<file path="config.mk">
export PLATFORM = sky130hd
export DESIGN_NAME = wb_burst_read_streamer
export DESIGN_NICKNAME = d
export VERILOG_FILES = /design/src/rtl/wb_burst_read_streamer.sv
export SDC_FILE = /design/constraint.sdc
export NUM_CORES = 1
export LEC_CHECK = 0
export BUFFER_PORTS_ARGS = -buffer_cell sky130_fd_sc_hd__buf_2
export CAP_MARGIN = 20
export CORE_MARGIN = 1.5
export CORE_UTILIZATION = 50
export CTS_BUF_LIST = sky130_fd_sc_hd__clkbuf_4
export DETAILED_ROUTE_END_ITERATION = 8
export GPL_TIMING_DRIVEN = 0
export PLACE_DENSITY = 0.64
export SLEW_MARGIN = 25
export SYNTH_ARGS = -nofsm -noshare
export SYNTH_HDL_FRONTEND = slang
export SYNTH_SLANG_ARGS = --single-unit
</file>
<file path="constraint.sdc">
create_clock -name wb_clk_i -period 6.1 [get_ports wb_clk_i]
set_input_delay 1.22 -clock wb_clk_i [delete_from_list [all_inputs] [get_ports wb_clk_i]]
set_output_delay 1.22 -clock wb_clk_i [all_outputs]
set_load 0.1 [all_outputs]
</file>
<file path="src/rtl/wb_burst_read_streamer.sv">
// Wishbone B3 burst-read DMA master.
// Drains a memory buffer into a FWFT valid/ready stream.
module wb_burst_read_streamer #(
  parameter int WB_AW         = 32,
  parameter int WB_DW         = 32,
  parameter int FIFO_AW       = 5,
  parameter int MAX_BURST_LEN = 16
) (
  input  logic               wb_clk_i,
  input  logic               wb_rst_i,
  output logic [WB_AW-1:0]   wbm_adr_o,
  output logic [WB_DW-1:0]   wbm_dat_o,
  output logic [WB_DW/8-1:0] wbm_sel_o,
  output logic               wbm_we_o,
  output logic               wbm_cyc_o,
  output logic               wbm_stb_o,
  output logic [2:0]         wbm_cti_o,
  output logic [1:0]         wbm_bte_o,
  input  logic [WB_DW-1:0]   wbm_dat_i,
  input  logic               wbm_ack_i,
  input  logic               wbm_err_i,
  output logic [WB_DW-1:0]   stream_data,
  output logic               stream_valid,
  input  logic               stream_ready,
  input  logic               enable,
  input  logic [WB_AW-1:0]   start_adr,
  input  logic [WB_AW-1:0]   buf_size,
  input  logic [WB_AW-1:0]   burst_size,
  output logic               busy,
  output logic               done,
  output logic               error,
  output logic [WB_AW-1:0]   rx_cnt
);

  localparam int DEPTH = 2 ** FIFO_AW;
  localparam logic [WB_AW-1:0] STEP  = WB_AW'(WB_DW / 8);
  localparam logic [WB_AW-1:0] ONE   = WB_AW'(1);
  localparam logic [WB_AW-1:0] MAXBL = WB_AW'(MAX_BURST_LEN);
  localparam logic [WB_AW-1:0] DEPW  = WB_AW'(DEPTH);

  typedef enum logic [1:0] {
    S_IDLE, S_WAIT, S_BURST, S_FIN
  } state_t;

  state_t             state_q;
  logic               en_q;
  logic [WB_AW-1:0]   adr_q;
  logic [WB_AW-1:0]   rem_q;
  logic [WB_AW-1:0]   beats_q;
  logic [WB_AW-1:0]   rx_q;
  logic               cyc_q;
  logic [2:0]         cti_q;
  logic               busy_q;
  logic               done_q;
  logic               err_q;

  logic [WB_DW-1:0]   mem_q [DEPTH];
  logic [FIFO_AW-1:0] wp_q;
  logic [FIFO_AW-1:0] rp_q;
  logic [FIFO_AW:0]   lvl_q;

  logic [WB_AW-1:0]   eb;
  logic [WB_AW-1:0]   len;
  logic [WB_AW-1:0]   free;
  logic               rise;
  logic               push;
  logic               pop;
  logic               flush;

  // Burst length for the next burst and FIFO room from the registered level
  always_comb begin
    eb = burst_size;
    if (burst_size == '0)
      eb = ONE;
    else if (burst_size > MAXBL)
      eb = MAXBL;
    len  = (rem_q < eb) ? rem_q : eb;
    free = DEPW - WB_AW'(lvl_q);
  end

  assign rise  = enable & ~en_q;
  assign push  = cyc_q & wbm_ack_i & ~wbm_err_i;
  assign pop   = stream_valid & stream_ready;
  assign flush = (state_q == S_IDLE) & ~enable;

  // Transfer sequencer; all bus and status outputs are registered here
  always_ff @(posedge wb_clk_i or posedge wb_rst_i) begin
    if (wb_rst_i) begin
      state_q <= S_IDLE;
      en_q    <= 1'b0;
      adr_q   <= '0;
      rem_q   <= '0;
      beats_q <= '0;
      rx_q    <= '0;
      cyc_q   <= 1'b0;
      cti_q   <= 3'b000;
      busy_q  <= 1'b0;
      done_q  <= 1'b0;
      err_q   <= 1'b0;
    end else begin
      en_q   <= enable;
      done_q <= 1'b0;
      case (state_q)
        S_IDLE: begin
          if (rise) begin
            adr_q   <= start_adr;
            rem_q   <= buf_size;
            rx_q    <= '0;
            err_q   <= 1'b0;
            busy_q  <= 1'b1;
            state_q <= (buf_size == '0) ? S_FIN : S_WAIT;
          end
        end
        S_WAIT: begin
          if (free >= len) begin
            beats_q <= len;
            cyc_q   <= 1'b1;
            cti_q   <= (len == ONE) ? 3'b111 : 3'b010;
            state_q <= S_BURST;
          end
        end
        S_BURST: begin
          if (wbm_err_i) begin
            cyc_q   <= 1'b0;
            cti_q   <= 3'b000;
            err_q   <= 1'b1;
            state_q <= S_FIN;
          end else if (wbm_ack_i) begin
            adr_q   <= adr_q + STEP;
            rem_q   <= rem_q - ONE;
            beats_q <= beats_q - ONE;
            rx_q    <= rx_q + ONE;
            if (beats_q == ONE) begin
              cyc_q   <= 1'b0;
              cti_q   <= 3'b000;
              state_q <= (rem_q == ONE || !enable) ? S_FIN : S_WAIT;
            end else if (beats_q == WB_AW'(2)) begin
              cti_q <= 3'b111;
            end
          end
        end
        S_FIN: begin
          busy_q  <= 1'b0;
          done_q  <= 1'b1;
          state_q <= S_IDLE;
        end
        default: state_q <= S_IDLE;
      endcase
    end
  end

  // FIFO pointers and level; push and pop together leave the level unchanged
  always_ff @(posedge wb_clk_i or posedge wb_rst_i) begin
    if (wb_rst_i) begin
      wp_q  <= '0;
      rp_q  <= '0;
      lvl_q <= '0;
    end else if (flush) begin
      wp_q  <= '0;
      rp_q  <= '0;
      lvl_q <= '0;
    end else begin
      if (push)
        wp_q <= wp_q + 1'b1;
      if (pop)
        rp_q <= rp_q + 1'b1;
      lvl_q <= lvl_q + (FIFO_AW+1)'(push) - (FIFO_AW+1)'(pop);
    end
  end

  // FIFO storage
  always_ff @(posedge wb_clk_i) begin
    if (push)
      mem_q[wp_q] <= wbm_dat_i;
  end

  assign stream_data  = mem_q[rp_q];
  assign stream_valid = (lvl_q != '0);

  assign wbm_adr_o = adr_q;
  assign wbm_dat_o = '0;
  assign wbm_sel_o = '1;
  assign wbm_we_o  = 1'b0;
  assign wbm_cyc_o = cyc_q;
  assign wbm_stb_o = cyc_q;
  assign wbm_cti_o = cti_q;
  assign wbm_bte_o = 2'b00;

  assign busy   = busy_q;
  assign done   = done_q;
  assign error  = err_q;
  assign rx_cnt = rx_q;

endmodule

</file>
# Word level (Yosys, flattened, before mapping)
# Memory sizes are Yosys's and may differ from the RTL's.
# Index checks and enable logic that the tools add are counted.
[classes] n_addsub=9 multipliers=0 div=0 magnitude_cmp=3 eq_ne=15 shift=0 n_mux=52 bitwise=8 n_reduce_logical=18
[op_table] cell="2-to-1 mux 32 bit" n=15
[op_table] cell="case mux 32 bit (2 select lines)" n=4
[op_table] cell="== test 32 x 1 -> 1 bit, second input constant" n=3
[op_table] cell="zero test 32 bit" n=2
[op_table] cell="subtractor 32 x 1 -> 32 bit, second input constant" n=2
[op_table] cell="adder 32 x 1 -> 32 bit, second input constant" n=1
[op_table] cell="adder 32 x 3 -> 32 bit, second input constant" n=1
[op_table] cell="== test 32 x 2 -> 1 bit, second input constant" n=1
[op_table] cell="greater-or-equal comparator 32 bit" n=1
[op_table] cell="> comparator 32 x 5 -> 1 bit, second input constant" n=1
[op_table] cell="less-than comparator 32 bit" n=1
[op_table] cell="2-to-1 mux 5 bit" n=4
[op_table] cell="AND reduction 4 bit" n=5
[op_table] cell="2-to-1 mux 3 bit" n=6
[op_table] cell="2-to-1 mux 2 bit" n=7
[op_table] cell="adder 5 x 1 -> 5 bit, second input constant" n=2
[op_table] cell="2-to-1 mux 1 bit" n=10
[op_table] cell="inequality test 2 bit, second input constant" n=5
[op_table] cell="nonzero test 2 bit" n=5
[op_table] cell="case mux 2 bit (4 select lines)" n=1
[op_table] cell="subtractor 6 x 6 -> 7 bit, first input constant" n=1
[op_table] cell="adder 6 x 1 -> 6 bit" n=1
[op_table] cell="2-to-1 mux 6 bit" n=1
[op_table] cell="inequality test 3 bit, second input constant" n=2
[op_table] cell="14 further kinds" n=23
[word_totals] regBits=154 latch_bits=0 ram_bits=1024 romBits=0 elab_cells=120 n_memories=1
[memory_table] memory="mem_q" words=32 word_bits=32 read_ports=1 rd_ports_with_merged_regs=0 wr=1 line_no="57" text="logic [WB_DW-1:0] mem_q [DEPTH];"

# Depth between registers and ports, before layout
# Gate-level depths: netlist (run 1).
[logic_depth] depth_word=9 depth_mapped=25

# Least setup slack after synthesis (run 1)
# Ideal clock, no wire load.
[synth_timing] path_type="input port to flip-flop" start="input port burst_size[29]" end="register beats_q[12]" setup_ps=121 arrival_time_ps=5938 required_ps=5979 path_slack_ps=41 stages=25 path_buffers=5 path_cell_list="nor4_1 -> nand4_1 -> nor2_1 -> nand2_1 -> ha_1 -> a2111oi_0 -> o21ai_0 -> nor4_1 -> o2111ai_1 -> a31oi_1 -> buf_2 -> buf_2 -> buf_1 -> nand2_1 -> ha_1 -> o21ai_0 -> nor2_1 -> o311ai_0 -> o211ai_1 -> a41oi_2 -> or2_1 -> buf_2 -> buf_2 -> a21oi_1 -> o22a_1"
[synth_between] elab_chain_len=8 elab_cells_between_ends=11 cone_classes="3 x order compare; 1 x eq/ne; 5 x mux; 2 x reduce/logical"
[synth_rtl] element="start, declared" line_no="28" text="input logic [WB_AW-1:0] burst_size,"
[synth_rtl] element="> comparator 32 x 5 -> 1 bit" line_no="75" text="else if (burst_size > MAXBL)"
[synth_rtl] element="2-to-1 mux 32 bit" line_no="75"
[synth_rtl] element="2-to-1 mux 32 bit *" line_no="73" text="if (burst_size == '0)"
[synth_rtl] element="less-than comparator 32 bit" line_no="77" text="len = (rem_q < eb) ? rem_q : eb;"
[synth_rtl] element="2-to-1 mux 32 bit *" line_no="77"
[synth_rtl] element="greater-or-equal comparator 32 bit" line_no="115" text="if (free >= len) begin"
[synth_rtl] element="inequality test 2 bit (no source line)"
[synth_rtl] element="AND reduction 4 bit (no source line)"
[synth_rtl] element="end signal, assigned" line_no="116" text="beats_q <= len;"
[synth_rtl] element="end signal, assigned" line_no="131" text="beats_q <= beats_q - ONE;"
[synth_rtl] element="end, declared" line_no="49" text="logic [WB_AW-1:0] beats_q;"
# Every way passes the cells marked *; elsewhere a longest branch is shown, timed or not. The select of a mux whose other input is x is not followed.
# A chain may end at the register's enable or synchronous reset.

# Worst setup path after layout (run 1)
[layout_timing] start="register rp_q[1]" end="output port stream_data[21]"
[layout_between] elab_chain_len=1
[layout_rtl] element="start, declared" line_no="59" text="logic [FIFO_AW-1:0] rp_q;"
[layout_rtl] element="start signal, assigned" line_no="166" text="rp_q <= rp_q + 1'b1;"
[layout_rtl] element="memory (32 x 32 bit)"
[layout_rtl] element="end, declared" line_no="22" text="output logic [WB_DW-1:0] stream_data,"
# Every way passes these cells.

==> results.yml, run 1 <==
placement:
  dp.final_hpwl_mm: 93.4
  place.gp.congestion: 0.885
  place_area_um2: 54800
  io_buffers: 238
  dp_cells: 4474
worst_setup_path:
  critPathArrivalTime_ns: 4.74
  setup.worst_path.class: "reg2out"
  cp-end-kind: "output port"
  startpoint_type: "register"
  crit_required_ns: 4.88
  crit_fanout: 10
route:
  wirelength_met1_mm: 53.8
  drtIter0Drc: 2836
  vias: 30200
  drcViolationCount: 0
  viasPerCell: 6.03
  wirelength_mm: 135
  highest_layer: "met5"
  route.met3.wl_mm: 9.79
  wl_met2_mm: 68.1
  ant_nets: 0
  wl_per_cell_um: 27.0
  dr.pass1.iters: 5
synth:
  synthFlopType: "edfxtp_1"
  ys_ff_latch: 1177
  synth_edf_count: 1024
  synth_cells: 2818
  yosysTopAreaCell: "edfxtp_1"
  yosysUniqueCellTypes: 75
  netlist_area_um2: 49700
  synth_top_area_share: 0.618
  synthArstFlopShare: 0.130
  yosys-top-cells-area: "edfxtp_1, mux4_2, dfrtp_1, ha_1, a21oi_1"
  yosysWarnings: 0
  synth-seq-area-share: 0.695
  postSynthAreaPerCell_um2: 17.7
sta:
  finalCritPeriodShare: 0.977
  relSlewSlack: 0.270
  finalClockSkew_ns: 0.102
  finalHoldViolations: 0
  setup_viol: 0
  report.final.slew_viol_count: 0
  clock.fmax_mhz: 168
  min_period_ns: 5.96
  tightest_slew_ns: 1.10
grt:
  grt_max_degree: 88
  grt_overflow_total: 0
  grt_antenna_before_repair: 6
  grtUsageTotal: 0.270
  grt_pass1_wl_mm: 200
  grt_pass1_vias: 31500
power_and_ir_drop:
  peakVddDrop_v: 0.000446
  power_leakage_uw: 0.0204
  power.density_nw_per_um2: 476
  total_power_uw: 28000
clocking:
  clk_latency_ns: 1.17
  clkSinkCount: 1177
  htree_levels: 5
  cts_root_buf: "clkbuf_4"
  cts_buffers: 322
  clkTransAtPathRegs_ns: 0.06
  clockBufferDepth: 4
  cts_tree: "done"
floorplanning:
  initial_core_util: 0.505
  pin_count: 278
  die_x_um: 318
  coreArea_um2: 98400
  fp.dieH_um: 318
  die_area_um2: 101000
  core.rowCount: 115
outcome:
  status: "finished, final reports clean"
finish:
  nNetsFinal: 3742
  utilization: 0.597
  fillers: 7359
  stdcell_count: 5005
  drive_gt1_frac: 0.348
  syn_to_final_growth_pct: 18.1
  fin_area_um2: 58800
job:
  cap_violations: 0
worst_hold_path:
  hold_class: "in2reg"
[registers in the layout, indices dropped and copies added, names as in the netlist]
signal,cells
wp_q,5
wbm_cyc_o,1
error,1
rp_q,5
mem_q,1024
state_q,2
wbm_cti_o,2
rem_q,32
done,1
rx_cnt,32
busy,1
lvl_q,6
wbm_adr_o,32
en_q,1
beats_q,32
[power by group]
part           internal, µW  leakage, µW  total (µW)  switching (µW)
Clock                  3500      0.00225        6590            3100
Combinational          3840      0.00710       11500            7650
Sequential             9220       0.0111        9900             680
Total                 16600       0.0204       28000           11400
[per-layer routing]
| layer | track usage | vias up |
|---|---|---|
| li1 | - | 12900 |
| met4 | 0.0953 | 4 |
| met2 | 0.451 | 1388 |
| met1 | 0.356 | 15600 |
| met5 | 0 | - |
| met3 | 0.0513 | 259 |
[layout by cell type, fill, tap and decap left out, types with 8 or more instances in the layout]
cell             synthesis  final
o21a_1                   9      9
nor2_1                 161    128
buf_1                   29     10
nor2b_1                  9      9
o211ai_1                 8      8
nor3_1                  29     28
clkbuf_2                 0     19
ha_1                    91     91
nand2_1                139    139
clkinv_1                 0     51
mux2_2                  36     36
clkdlybuf4s15_2          0      8
clkbuf_4                 0    452
buf_16                   0     57
a21oi_1                137    136
nor2_4                   0     33
inv_1                   39     38
or3_1                   17     17
xor2_1                  22     22
conb_1                   2     66
edfxtp_1              1024   1024
o22ai_1                 45     45
nor4_1                  24     22
and2_1                  10     10
o21ai_0                 93     91
mux4_2                 320    320
mux2i_1                 17     17
nand4_1                 26     26
nand3_1                 59     59
xnor2_1                 18     18
and3_1                  18     18
nand2b_1                 8      8
o22a_1                   9      9
dfrtp_1                153    153
a31oi_1                 10      8
buf_4                   41     47
buf_2                   23    263
a32oi_1                 13     13
clkbuf_1                92     76
[metrics by stage]
stage          TNS (ns)  worst slack, ns  hold WS, ns
6_report              0            0.139        0.269
5_1_grt           -1.06          -0.0790        0.211
4_1_cts        -0.00147         -0.00147        0.159
3_5_place_dp     -71.06            -2.10        0.506
3_3_place_gp    -281.34            -1.95        0.464
2_1_floorplan         0           0.0411        0.464
[logic make-up (layout without fill, tap and decap cells)]
logic type	Yosys count	count (layout)	synth area share
DFF	1177	1177	0.695
and+or+nand+nor	533	533	0.0517
AOI/OAI and AO/OA	376	376	0.0455
muxes	373	373	0.156
buffers and inverters	225	1054	0.0208
adders and majority gates	92	92	0.0233
xor gates and xnor gates	40	40	0.00704
other	2	73	0.000151
[what timing repair did]
item | CTS | global route
hold buffers | 1 | 0
gates resized for setup | 33 | 24
hold endpoints to repair | 2 | 0
pin swaps | 1 | 5
endpoints found under the setup margin | 69 | 42
buffers inserted | 1 | 3
[critical path: stages (launching register included)]
cell	delay (ns)
dfrtp_1	0.35
clkbuf_1	0.33
clkbuf_1	0.54
clkbuf_1	0.81
mux4_2	0.43
mux4_2	0.53
mux2_2	0.30
buf_2	0.30
[final cells by class]
class / count / area [µm²] / share of cell area
Tap cell: 1287 / 1610 / 0.0274
Antenna cell: 7 / 17.5 / 0.000298
Clock inverter: 68 / 347 / 0.00590
Timing Repair Buffer: 310 / 2980 / 0.0507
Buffer: 186 / 1010 / 0.0171
Inverter: 39 / 154 / 0.00262
Sequential cell: 1177 / 34600 / 0.589
Clock buffer: 451 / 3390 / 0.0576
Multi-Input combinational cell: 1480 / 14700 / 0.250
[cells in the mapped netlist, types with 26 or more instances]
cell type  number
dfrtp_1       153
buf_4          41
o22ai_1        45
mux2_2         36
a21oi_1       137
inv_1          39
ha_1           91
o21ai_0        93
edfxtp_1     1024
buf_1          29
nor2_1        161
nand4_1        26
mux4_2        320
nand3_1        59
nor3_1         29
clkbuf_1       92
nand2_1       139
[final timing paths]
| kind | start | slack, ns | endpoint | cells after the start |
|---|---|---|---|---|
| worst max-delay path | rp_q[1] | 0.14 | stream_data[21] | 7 |
| max in group asynchronous | wb_rst_i | 4.50 | beats_q[11] | 4 |
| worst max register to register | rem_q[21] | 0.50 | state_q[1] | 21 |
| worst min register to register | wbm_adr_o[1] | 0.51 | wbm_adr_o[1] | 2 |
| min in group asynchronous | wb_rst_i | 0.65 | wbm_adr_o[15] | 3 |
| worst min-delay path | enable | 0.27 | en_q | 1 |
Note: power is estimated with default switching activity, not from simulation.
==> run 2, diff against run 1 <==
Settings changed: CORE_MARGIN 1.5 to default, GPL_TIMING_DRIVEN 0 to 1.
==> results.yml, run 2 (synthesis gave the netlist of run 1 again) <==
outcome:
  status: "finished, final reports clean"
worst_setup_path:
  cpMaxStageDelayCell: "dfrtp_4"
  cp_slowest_stage_delay_ns: 0.97
  cp_cell_sequence: "buf_12 > mux4_2 > mux4_2 > mux2_2 > buf_2"
  crit_fanout: 59
  cp-end-kind: "output port"
  setup.worst_path.class: "reg2out"
  crit_required_ns: 4.88
  cp_common_cell: "mux4_2"
  startpoint_type: "register"
  critPathArrivalTime_ns: 4.11
  r2r_cells: 17
placement:
  io_buffers: 238
  dp.final_hpwl_mm: 75.3
  place.gp.congestion: 0.893
finish:
  top_register: "mem_q"
  multi_input_area_um2: 14700
  utilization: 0.577
  mostFrequentLayoutCells: "edfxtp_1, clkbuf_4, mux4_2"
  largest_register_ffs: 1024
  fillers: 7603
  nNetsFinal: 3573
  syn_to_final_growth_pct: 14.2
  drive_gt1_frac: 0.348
  final_common_cell: "edfxtp_1"
  regArea_um2: 34600
power_and_ir_drop:
  peakVddDrop_v: 0.000619
  power_leakage_uw: 0.0196
  power.density_nw_per_um2: 477
route:
  drcViolationCount: 0
  wirelength_mm: 123
  vias: 29100
  viasPerCell: 6.01
  ant_nets: 0
  wl_per_cell_um: 25.5
  drtIter0Drc: 2598
  dr.pass1.iters: 5
grt:
  grt_antenna_before_repair: 7
  grt_pass1_vias: 29800
  grt_pass1_wl_mm: 187
  grtUsageTotal: 0.248
  grt_overflow_total: 0
  grt_max_degree: 88
clocking:
  clockBufferDepth: 4
  hold_buffers: 0
  htree_levels: 5
  clkTransAtPathRegs_ns: 0.07
  cts_buffers: 320
  clk_latency_ns: 1.17
  cts_root_buf: "clkbuf_4"
  cts_setup_buffers: 0
  clkSinkCount: 1177
  post_cts_resized: 0
  cts_tree: "done"
floorplanning:
  core.rowCount: 115
  die_x_um: 317
  pin_count: 278
  coreArea_um2: 98400
  initial_core_util: 0.505
  fp.dieH_um: 317
  die_area_um2: 101000
sta:
  setup_viol: 0
  relSlewSlack: 0.306
  finalHoldViolations: 0
  tightest_slew_ns: 1.04
  finalCritPeriodShare: 0.873
  finalClockSkew_ns: 0.107
  hold_slack_ns: 0.172
  report.final.slew_viol_count: 0
  clock.fmax_mhz: 188
  min_period_ns: 5.33
  rsz0062_at_grt: "false"
worst_hold_path:
  hold_class: "in2async"
job:
  cap_violations: 0
[run 2: cell count changes in the layout (fill, tap and decap cells not counted), moves of 12 or more]
cell,before,now
buf_16,57,3
buf_2,263,238
buf_4,47,79
clkbuf_1,76,0
clkbuf_2,19,0
clkbuf_4,452,466
clkinv_1,51,39
[run 2: power by group]
part	leakage, µW	switching (µW)	internal [µW]
Combinational	0.00630	6700	3700
Sequential	0.0111	935	9230
Clock	0.00227	3080	3470
Total	0.0196	10700	16400
[run 2: stage by stage]
stage                     std cells  cell area (µm²)  setup slack (ns)  TNS [ns]  power, µW
final                          4842            56800             0.774         0      27100
after CTS                      4834            56800             0.628         0      27300
after floorplan                2882            50000            0.0411         0      18200
after global routing           4842            56800             0.480         0      28400
after detailed placement       4311            53000            -0.299     -5.18      20700
after global placement         4309            53000           -0.0594    -0.127      20500
[run 2: cell type report]
class / count / share of cell area
repair buffers: 329 / 0.0360
clock inverters: 57 / 0.00412
diodes: 7 / 0.000308
inverters: 39 / 0.00267
flip-flops and latches: 1177 / 0.609
multi-input cells: 1480 / 0.258
well taps: 1287 / 0.0283
clock buffers: 466 / 0.0616
[run 2: path summary, 6_finish.rpt]
kind	slack [ns]	from	to
min in group wb_clk_i	0.26	enable	en_q
max reg2reg	0.99	rem_q[21]	beats_q[28]
max	0.77	rp_q[1]	stream_data[13]
min	0.17	wb_rst_i	rx_cnt[8]
max in group asynchronous	4.64	wb_rst_i	rp_q[1]
min reg2reg	0.51	wbm_adr_o[1]	wbm_adr_o[1]
[run 2: routing by layer]
metal	track usage	vias up	share of wire
met5	0	-	0.00032
met4	0.0860	6	0.023
met3	0.0486	225	0.069
met2	0.418	1267	0.51
met1	0.324	15000	0.40
li1	-	12600	-
[run 2: worst max-delay path, delay by kind of cell (launching register included)]
| family | cells | cell delay (ns) |
|---|---|---|
| flip-flops | 1 | 0.97 |
| multiplexers | 3 | 1.22 |
| buffers and inverters | 2 | 0.67 |
